===== config.mk =====
export PLATFORM = sky130hd
export DESIGN_NAME = demultiplexor_tdm
export DESIGN_NICKNAME = d
export VERILOG_FILES = /design/src/rtl/demultiplexor_tdm_pkg.sv /design/src/rtl/demultiplexor_tdm_linea_retardo.sv /design/src/rtl/demultiplexor_tdm.sv
export SDC_FILE = /design/constraint.sdc
export NUM_CORES = 1
export LEC_CHECK = 0
export ABC_CLOCK_PERIOD_IN_PS = 1500
export BUFFER_PORTS_ARGS = -buffer_cell sky130_fd_sc_hd__buf_2
export CAP_MARGIN = 25
export CORE_MARGIN = 2
export CORE_UTILIZATION = 40
export DETAILED_ROUTE_END_ITERATION = 10
export GPL_TIMING_DRIVEN = 0
export PLACE_DENSITY = 0.67
export SKIP_LAST_GASP = 1
export SYNTH_ARGS = -nofsm -noshare
export SYNTH_HDL_FRONTEND = slang
export SYNTH_SLANG_ARGS = --single-unit

===== constraint.sdc =====
create_clock -name iClk -period 1.5 [get_ports iClk]
set_input_delay 0.3 -clock iClk [delete_from_list [all_inputs] [get_ports iClk]]
set_output_delay 0.3 -clock iClk [all_outputs]
set_load 0.02 [all_outputs]

===== src/rtl/demultiplexor_tdm_pkg.sv =====
// Shared definitions for the TDM demultiplexer: FSM encoding, channel count,
// default upstream latency and the channel-tag payload carried by the delay line.
package demultiplexor_tdm_pkg;

   localparam int unsigned NUM_CANALES      = 4;
   localparam int unsigned CANAL_W          = $clog2(NUM_CANALES);
   localparam int unsigned LATENCIA_DEFECTO = 1;
   localparam int unsigned LATENCIA_MAX     = 4;
   localparam int unsigned ESPERA_W         = $clog2(LATENCIA_MAX);

   typedef enum logic [1:0] {
      IDLE    = 2'd0,
      BARRIDO = 2'd1,
      ESPERA  = 2'd2
   } estado_t;

   // Tag travelling alongside the selector so capture knows which channel is arriving
   typedef struct packed {
      logic               valido;
      logic [CANAL_W-1:0] canal;
   } etiqueta_t;

   localparam int unsigned ETIQUETA_W = $bits(etiqueta_t);

endpackage


===== src/rtl/demultiplexor_tdm_linea_retardo.sv =====
// Fixed-depth shift register with synchronous clear; aligns channel tags with
// the bits returning from the upstream registered multiplexer.
module linea_retardo #(
   parameter int unsigned DEPTH = 1,
   parameter int unsigned WIDTH = 1
) (
   input  logic             clk,
   input  logic             clear,
   input  logic [WIDTH-1:0] din,
   output logic [WIDTH-1:0] dout
);

   logic [WIDTH-1:0] etapa [DEPTH];

   always_ff @(posedge clk) begin
      if (clear) begin
         for (int i = 0; i < int'(DEPTH); i++) begin
            etapa[i] <= '0;
         end
      end else begin
         etapa[0] <= din;
         for (int i = 1; i < int'(DEPTH); i++) begin
            etapa[i] <= etapa[i-1];
         end
      end
   end

   assign dout = etapa[DEPTH-1];

endmodule


===== src/rtl/demultiplexor_tdm.sv =====
// Sweeps the upstream 4:1 multiplexer through all channels and reassembles the
// returned serial bits into a parallel word, accounting for upstream latency.
module demultiplexor_tdm
   import demultiplexor_tdm_pkg::*;
#(
   parameter int unsigned LATENCIA = LATENCIA_DEFECTO
) (
   input  logic                   iClk,
   input  logic                   iReset,
   input  logic                   iInicio,
   input  logic                   iDato,
   output logic [CANAL_W-1:0]     oSelector,
   output logic [NUM_CANALES-1:0] oDatos,
   output logic                   oListo,
   output logic                   oOcupado,
   output logic                   oError
);

   estado_t                estado;
   logic [ESPERA_W-1:0]    cuenta_espera;
   logic                   inicio_prev;
   logic [NUM_CANALES-2:0] sombra;
   etiqueta_t              tag_entrada;
   etiqueta_t              tag_salida;

   // A tag is launched every cycle the selector is presenting a real channel
   always_comb begin
      tag_entrada.valido = (estado == BARRIDO);
      tag_entrada.canal  = oSelector;
   end

   linea_retardo #(
      .DEPTH (LATENCIA),
      .WIDTH (ETIQUETA_W)
   ) u_linea_retardo (
      .clk   (iClk),
      .clear (iReset),
      .din   (tag_entrada),
      .dout  (tag_salida)
   );

   // Sweep sequencer. Starting is level-sensitive so a held request chains sweeps;
   // rejection is edge-sensitive so a held request never counts as a collision.
   always_ff @(posedge iClk) begin
      if (iReset) begin
         estado        <= IDLE;
         oSelector     <= '0;
         oOcupado      <= 1'b0;
         oError        <= 1'b0;
         cuenta_espera <= '0;
         inicio_prev   <= 1'b0;
      end else begin
         inicio_prev <= iInicio;
         if (iInicio && !inicio_prev && oOcupado) begin
            oError <= 1'b1;
         end
         case (estado)
            IDLE: begin
               if (iInicio) begin
                  estado    <= BARRIDO;
                  oSelector <= '0;
                  oOcupado  <= 1'b1;
               end
            end
            BARRIDO: begin
               if (oSelector == CANAL_W'(NUM_CANALES - 1)) begin
                  estado        <= ESPERA;
                  oSelector     <= '0;
                  cuenta_espera <= '0;
               end else begin
                  oSelector <= oSelector + CANAL_W'(1);
               end
            end
            ESPERA: begin
               if (cuenta_espera == ESPERA_W'(LATENCIA - 1)) begin
                  estado   <= IDLE;
                  oOcupado <= 1'b0;
               end else begin
                  cuenta_espera <= cuenta_espera + ESPERA_W'(1);
               end
            end
            default: begin
               estado    <= IDLE;
               oSelector <= '0;
               oOcupado  <= 1'b0;
            end
         endcase
      end
   end

   // Capture driven purely by the delayed tag; the last channel publishes the word
   always_ff @(posedge iClk) begin
      if (iReset) begin
         sombra <= '0;
         oDatos <= '0;
         oListo <= 1'b0;
      end else begin
         oListo <= 1'b0;
         if (tag_salida.valido) begin
            case (tag_salida.canal)
               CANAL_W'(0): sombra[0] <= iDato;
               CANAL_W'(1): sombra[1] <= iDato;
               CANAL_W'(2): sombra[2] <= iDato;
               default: begin
                  oDatos <= {iDato, sombra};
                  oListo <= 1'b1;
               end
            endcase
         end
      end
   end

endmodule


==> results of run 1 <==
[synth_stat cells, drive strengths merged]
master  count
nand2b      1
o21a        1
a31oi       3
or3b        1
nor4b       1
nor3        4
nor2b       4
ha          2
and3b       1
nor3b       1
o21bai      1
nor4        1
nand3       1
buf         4
clkbuf      2
inv         5
dfxtp      20
mux2i       7
nor2       15
nand3b      2
a21oi       5
nand2       2
[critical path: cells and delay by family (launching register included)]
family	cells	cell delay, ps
compound gates	1	140
flops	1	410
simple gates	2	450
buf+inv	1	60
fa+ha+maj	1	220
[area by class of cell]
cell class | count | area share (%)
sequential | 20 | 43.2
multi-input combinational | 53 | 36.4
timing repair buffer | 11 | 5.94
buffer | 6 | 4.86
clock buffer | 4 | 3.91
tap | 27 | 3.64
inverter | 5 | 2.02
[power by group]
group,leakage [nW],total (mW),internal (mW),switching (mW)
logic,0.243,0.0710,0.0307,0.0403
registers,0.163,0.557,0.546,0.0108
clock network,0.0210,0.302,0.148,0.154
total,0.426,0.929,0.724,0.205
[routing by layer]
metal	up-vias	share of wire (%)	GRT usage, %
li1	307	-	-
met1	270	44	13.3
met2	10	52	22.8
met3	2	3.7	5.52
met4	0	0.61	2.86
met5	-	0	0
[cell families after synthesis]
group / count (synthesis) / share of synthesized area [%]
DFF: 20 / 49.9
buffers and inverters: 11 / 7.96
adders and majority gates: 2 / 3.12
and+or+nand+nor: 34 / 22.5
muxes: 7 / 8.74
AOI/OAI and AO/OA: 10 / 7.80
[path summary, 6_finish.rpt]
check / startpoint / to / slack [ps] / cells past startpoint
max reg2reg: cuenta_espera[0] / cuenta_espera[0] / 100 / 5
min: iInicio / inicio_prev / 280 / 2
max: cuenta_espera[0] / cuenta_espera[0] / 100 / 5
min reg2reg: oError / oError / 480 / 2
[state kept, by name, summed over array words and instances (netlist names), 2 cells and up]
name and cells:
cuenta_espera 2, estado 2, oDatos 4, oSelector 2, sombra 3, u_linea_retardo.etapa 3
[per-stage QoR]
stage	instances	power (mW)	area (sq um)	utilization (%)	setup WS [ps]
floorplan	84	0.619	802	-	198
global placement	122	0.639	891	46.4	149
detailed placement	122	0.641	891	46.4	122
CTS	126	0.949	927	48.2	101
global route	126	0.979	927	48.2	50.3
finish	126	0.929	927	48.2	103
==> flow_metrics.tcl, run 1 <==
set metrics [dict create \
    outcome "finished clean" \
    syn2layout_area_growth_pct 15.6 \
    min_period_over_period_pct 93.1 \
    rsz0062_at_grt "false" \
    die_y_um 48.8 \
    vias 589 \
    ys_seq_area_share_pct 49.9 \
    tritoncts "yes" \
    grt_pass1_wl_mm 2.31 \
    cts_resized 0 \
    core-area_sq_um 1920 \
    synth_top_area_share_pct 49.9 \
    grt_use_total_pct 12.6 \
    diodes 0 \
    cts.sinks 20 \
    hpwl_um 978 \
    drt_first_pass_iters 4 \
    drv_slew 0 \
    crit_chain "inv_1 -> ha_1 -> or3b_4 -> a21oi_2 -> nor3_1" \
    worstPathMaxFanout 4 \
    critPathLaunchType "flip-flop" \
    ys_types 25 \
    final_nets 106 \
    yosys.area.top_type "dfxtp_1" \
    slowest_stage "dfxtp_1" \
    arrival_ps 1570 \
    num_rows 16 \
    final_common_cell "dfxtp_1" \
    start_util_pct 41.7 \
    cts-buffers-inserted 3 \
    fmax_mhz 716 \
    total_leakage_power_nw 0.426 \
    maxCapViolCount 0 \
    grt_overflow_total 0 \
    multi_input_area_sq_um 338 \
    ys_ff_latch 20 \
    clk_pin_slew_ps 110 \
    endpoint_kind "flip-flop" \
    syn_area_per_cell_sq_um 9.55 \
    hold_slack_ps 278 \
    htreeDepth 1 \
    crit_type "flip-flop to flip-flop" \
    synthTopCellsByArea "dfxtp_1, mux2i_1, nor2_1" \
    regArea_sq_um 400 \
    layout_common_cells "dfxtp_1, nor2_1, buf_2, mux2i_1, inv_1" \
    finalWirelength_mm 1.31 \
    fin_crit_ps 1400 \
    ir_worst_vdd_mv 0.756 \
    clk_latency_ps 290 \
    port_buffers 11 \
    fillers 208 \
    tightestPinTransition_ps 466 \
    skew_ps 0.997 \
    setup_viol 0 \
    synth_area_sq_um 802 \
    dieArea_sq_um 2380 \
    critPathRequiredTime_ps 1670 \
    via_per_inst 4.67 \
    cts_hold_buffers 0 \
    final.setup.tns_ps 0 \
    hold_viol_final 0 \
    drive_above_1_share_pct 22.2 \
    wl_per_cell_um 10.4 \
    relSlewSlack_pct 68.9 \
    pin_count 13 \
    cts_root_buf "clkbuf_4" \
    drcViolationCount 0 \
    slowest_delay_ps 410 \
    hold_path_class "input pin to flip-flop" \
    power_density_nw_per_um2 1000 \
    postSynthCellCount 84 \
    grt_max_degree 12 \
    grt_pass1_vias 576 \
    die_w_um 48.8 \
    syn_nets 90 \
    antenna_found_initial 0 \
    clockBufferDepth 2 \
    post_cts_buffers 0 \
    yosys_warnings 0 \
    drt_iter0_drc 7 \
    ant_nets 0 \
    routabilityCongestion 0.701 \
]
Power figures use the tool's default switching activity.
==> inputs of run 2 (changes only) <==
--- a/config.mk
+++ b/config.mk
@@ -16,4 +16,5 @@
 export SKIP_LAST_GASP = 1
 export SYNTH_ARGS = -nofsm -noshare
 export SYNTH_HDL_FRONTEND = slang
+export SYNTH_HIERARCHICAL = 1
 export SYNTH_SLANG_ARGS = --single-unit
==> run 2 against run 1 <==
Effect of this change:
- cell area fell by 0.54%
- setup slack improved by 15 ps
- register-to-register slack about the same
- clock power grew 46%
- clock-buffer cell count decreased by 1
- fmax grew 1.1%
==> flow_metrics.tcl, run 2 <==
set metrics [dict create \
    syn2layout_area_growth_pct 18.7 \
    cts.sinks 20 \
    max_flop_register "oDatos" \
    routabilityCongestion 0.732 \
    critPathRequiredTime_ps 1680 \
    synth_top_cells_by_count "dfxtp_1, nor2_1, mux2i_1, nor2b_1, inv_1" \
    cts_root_buf "clkbuf_4" \
    power.switching_mw 0.221 \
    yosys_warnings 6 \
    ys_ff_latch 20 \
    grt_max_degree 13 \
    tritoncts "yes" \
    dieArea_sq_um 2310 \
    drt_iter0_drc 9 \
    crit_type "flip-flop to flip-flop" \
    fin_ws_ps 118 \
    synth_edf_count 0 \
    final_area_sq_um 922 \
    cts_resized 0 \
    htreeDepth 1 \
    layout_common_cells "dfxtp_1, nor2_1, buf_2, mux2i_1, nor2b_1" \
    skew_ps 11.3 \
    min_period_over_period_pct 92.2 \
    drv_slew 0 \
    hold_viol_final 0 \
    endpoint_kind "flip-flop" \
    rsz0062_at_grt "false" \
    drt_first_pass_iters 4 \
    fin_crit_ps 1380 \
    core-area_sq_um 1780 \
    vias 572 \
    grt_overflow_total 0 \
    fillers 163 \
    total_leakage_power_nw 0.429 \
    p_int_mw 0.845 \
    start_util_pct 43.6 \
    yosysMostFrequentCell "dfxtp_1" \
    synth_area_sq_um 777 \
    tightestPinTransition_ps 445 \
    cts-buffers-inserted 3 \
    arrival_ps 1560 \
    outcome "finished clean" \
    cts_hold_buffers 0 \
    grt_pass1_wl_mm 1.84 \
    pin_count 13 \
    setup_viol 0 \
    critPathLaunchType "flip-flop" \
    grt_pass1_vias 435 \
    clockPowerShare_pct 41.5 \
    largest_register_ffs 4 \
    finalWirelength_mm 1.30 \
    worstPathMaxFanout 4 \
    hold_path_class "input pin to flip-flop" \
    met1Wirelength_um 617 \
    syn_area_per_cell_sq_um 9.48 \
    synth_top_area_share_pct 51.5 \
    synthTopCellsByArea "dfxtp_1, mux2i_1, nor2_1" \
    grt_use_total_pct 12.3 \
    die_y_um 48.1 \
    power_density_nw_per_um2 1160 \
    die_w_um 48.1 \
    drive_above_1_share_pct 20.4 \
    relSlewSlack_pct 70.3 \
    p_comb_share_pct 6.2 \
    fmax_mhz 723 \
    synthFlopType "dfxtp_1" \
    largestRegisters "oDatos: 4 flops, sombra: 3 flops, u_linea_retardo/etapa: 3 flops" \
    antenna_found_initial 0 \
    maxCapViolCount 0 \
    clockBufferDepth 2 \
    final_nets 105 \
    placed_cell_area_sq_um 868 \
    p_seq_share_pct 52.4 \
    ys_seq_area_share_pct 51.5 \
    wl_met2_um 627 \
    clk_pin_slew_ps 110 \
    ant_nets 0 \
    switching_share_pct 20.8 \
    drcViolationCount 0 \
    dr_wl_met3_um 31 \
    ys_async_sr_fraction_pct 0 \
    num_rows 15 \
    ir_worst_vdd_mv 0.630 \
    hpwl_um 957 \
    highest_layer "met4" \
    final.setup.tns_ps 0 \
    ys_types 22 \
    post_cts_buffers 0 \
    final_common_cell "dfxtp_1" \
    port_buffers 12 \
    clk_latency_ps 300 \
    yosys.area.top_type "dfxtp_1" \
    dp_slack_ps 92.2 \
    via_per_inst 4.65 \
    diodes 0 \
    syn_nets 88 \
    wl_per_cell_um 10.6 \
    postSynthCellCount 82 \
]
## run 2: cell types whose count changed after synthesis, moves of 2 or more
cell	previous run	this run
nor2_1	14	17
a31oi_1	3	1
a32oi_1	0	2
buf_6	2	0
nor3_1	4	2
o21ai_0	0	2
## run 2: stage by stage
stage               hold slack (ps)  utilization [%]  std cells  total power, mW
floorplan                       372                -         82            0.614
global placement                446             48.7        119            0.634
detailed placement              462             48.7        119            0.637
CTS                             184             51.6        123             1.07
global route                    198             51.7        123             1.10
finish                          189             51.7        123             1.07
## run 2: cell families after synthesis
| family | Yosys count | synth area share, % |
|---|---|---|
| simple gates | 34 | 22.1 |
| flops | 20 | 51.5 |
| compound gates | 10 | 8.37 |
| buf+inv | 9 | 5.80 |
| mux | 7 | 9.02 |
| fa+ha+maj | 2 | 3.22 |
## run 2: final timing paths
kind                                       start                     endpoint  slack [ps]  cells past startpoint
worst max-delay path            cuenta_espera[0]             cuenta_espera[0]         120                      5
worst min-delay path                      iReset  u_linea_retardo/etapa[0][0]         190                      2
worst max register to register  cuenta_espera[0]             cuenta_espera[0]         120                      5
worst min register to register            oError                       oError         480                      2
## run 2: metal layers
metal | up-vias | global-route usage (%)
met4 | 0 | 6.49
met2 | 8 | 20.5
met1 | 250 | 13.5
li1 | 310 | -
met5 | - | 0
met3 | 4 | 4.53
## run 2: layout make-up
class                   instances  area, sq um  area share [%]
well taps                      25         31.3            3.39
inverters                       4         15.0            1.63
clock buffers                   3         22.5            2.44
clock inverters                 1         30.0            3.26
multi-input cells              53          332            36.0
flip-flops and latches         20          402            43.6
repair buffers                 12         60.1            6.51
plain buffers                   5         30.0            3.26
## run 2: power groups by stage
stage / clock, mW / sequential, mW / combinational (mW)
finish: 0.442 / 0.559 / 0.0656
global route: 0.467 / 0.561 / 0.0734
CTS: 0.446 / 0.559 / 0.0667
detailed placement: 0 / 0.571 / 0.0661
global placement: 0 / 0.570 / 0.0643
floorplan: 0 / 0.573 / 0.0411
## run 2: critical path, stage by stage, from the launching register on
cell     delay, ps
dfxtp_2        360
inv_1           50
ha_1           220
or3b_1         410
a21oi_1        160
nor3_1          60
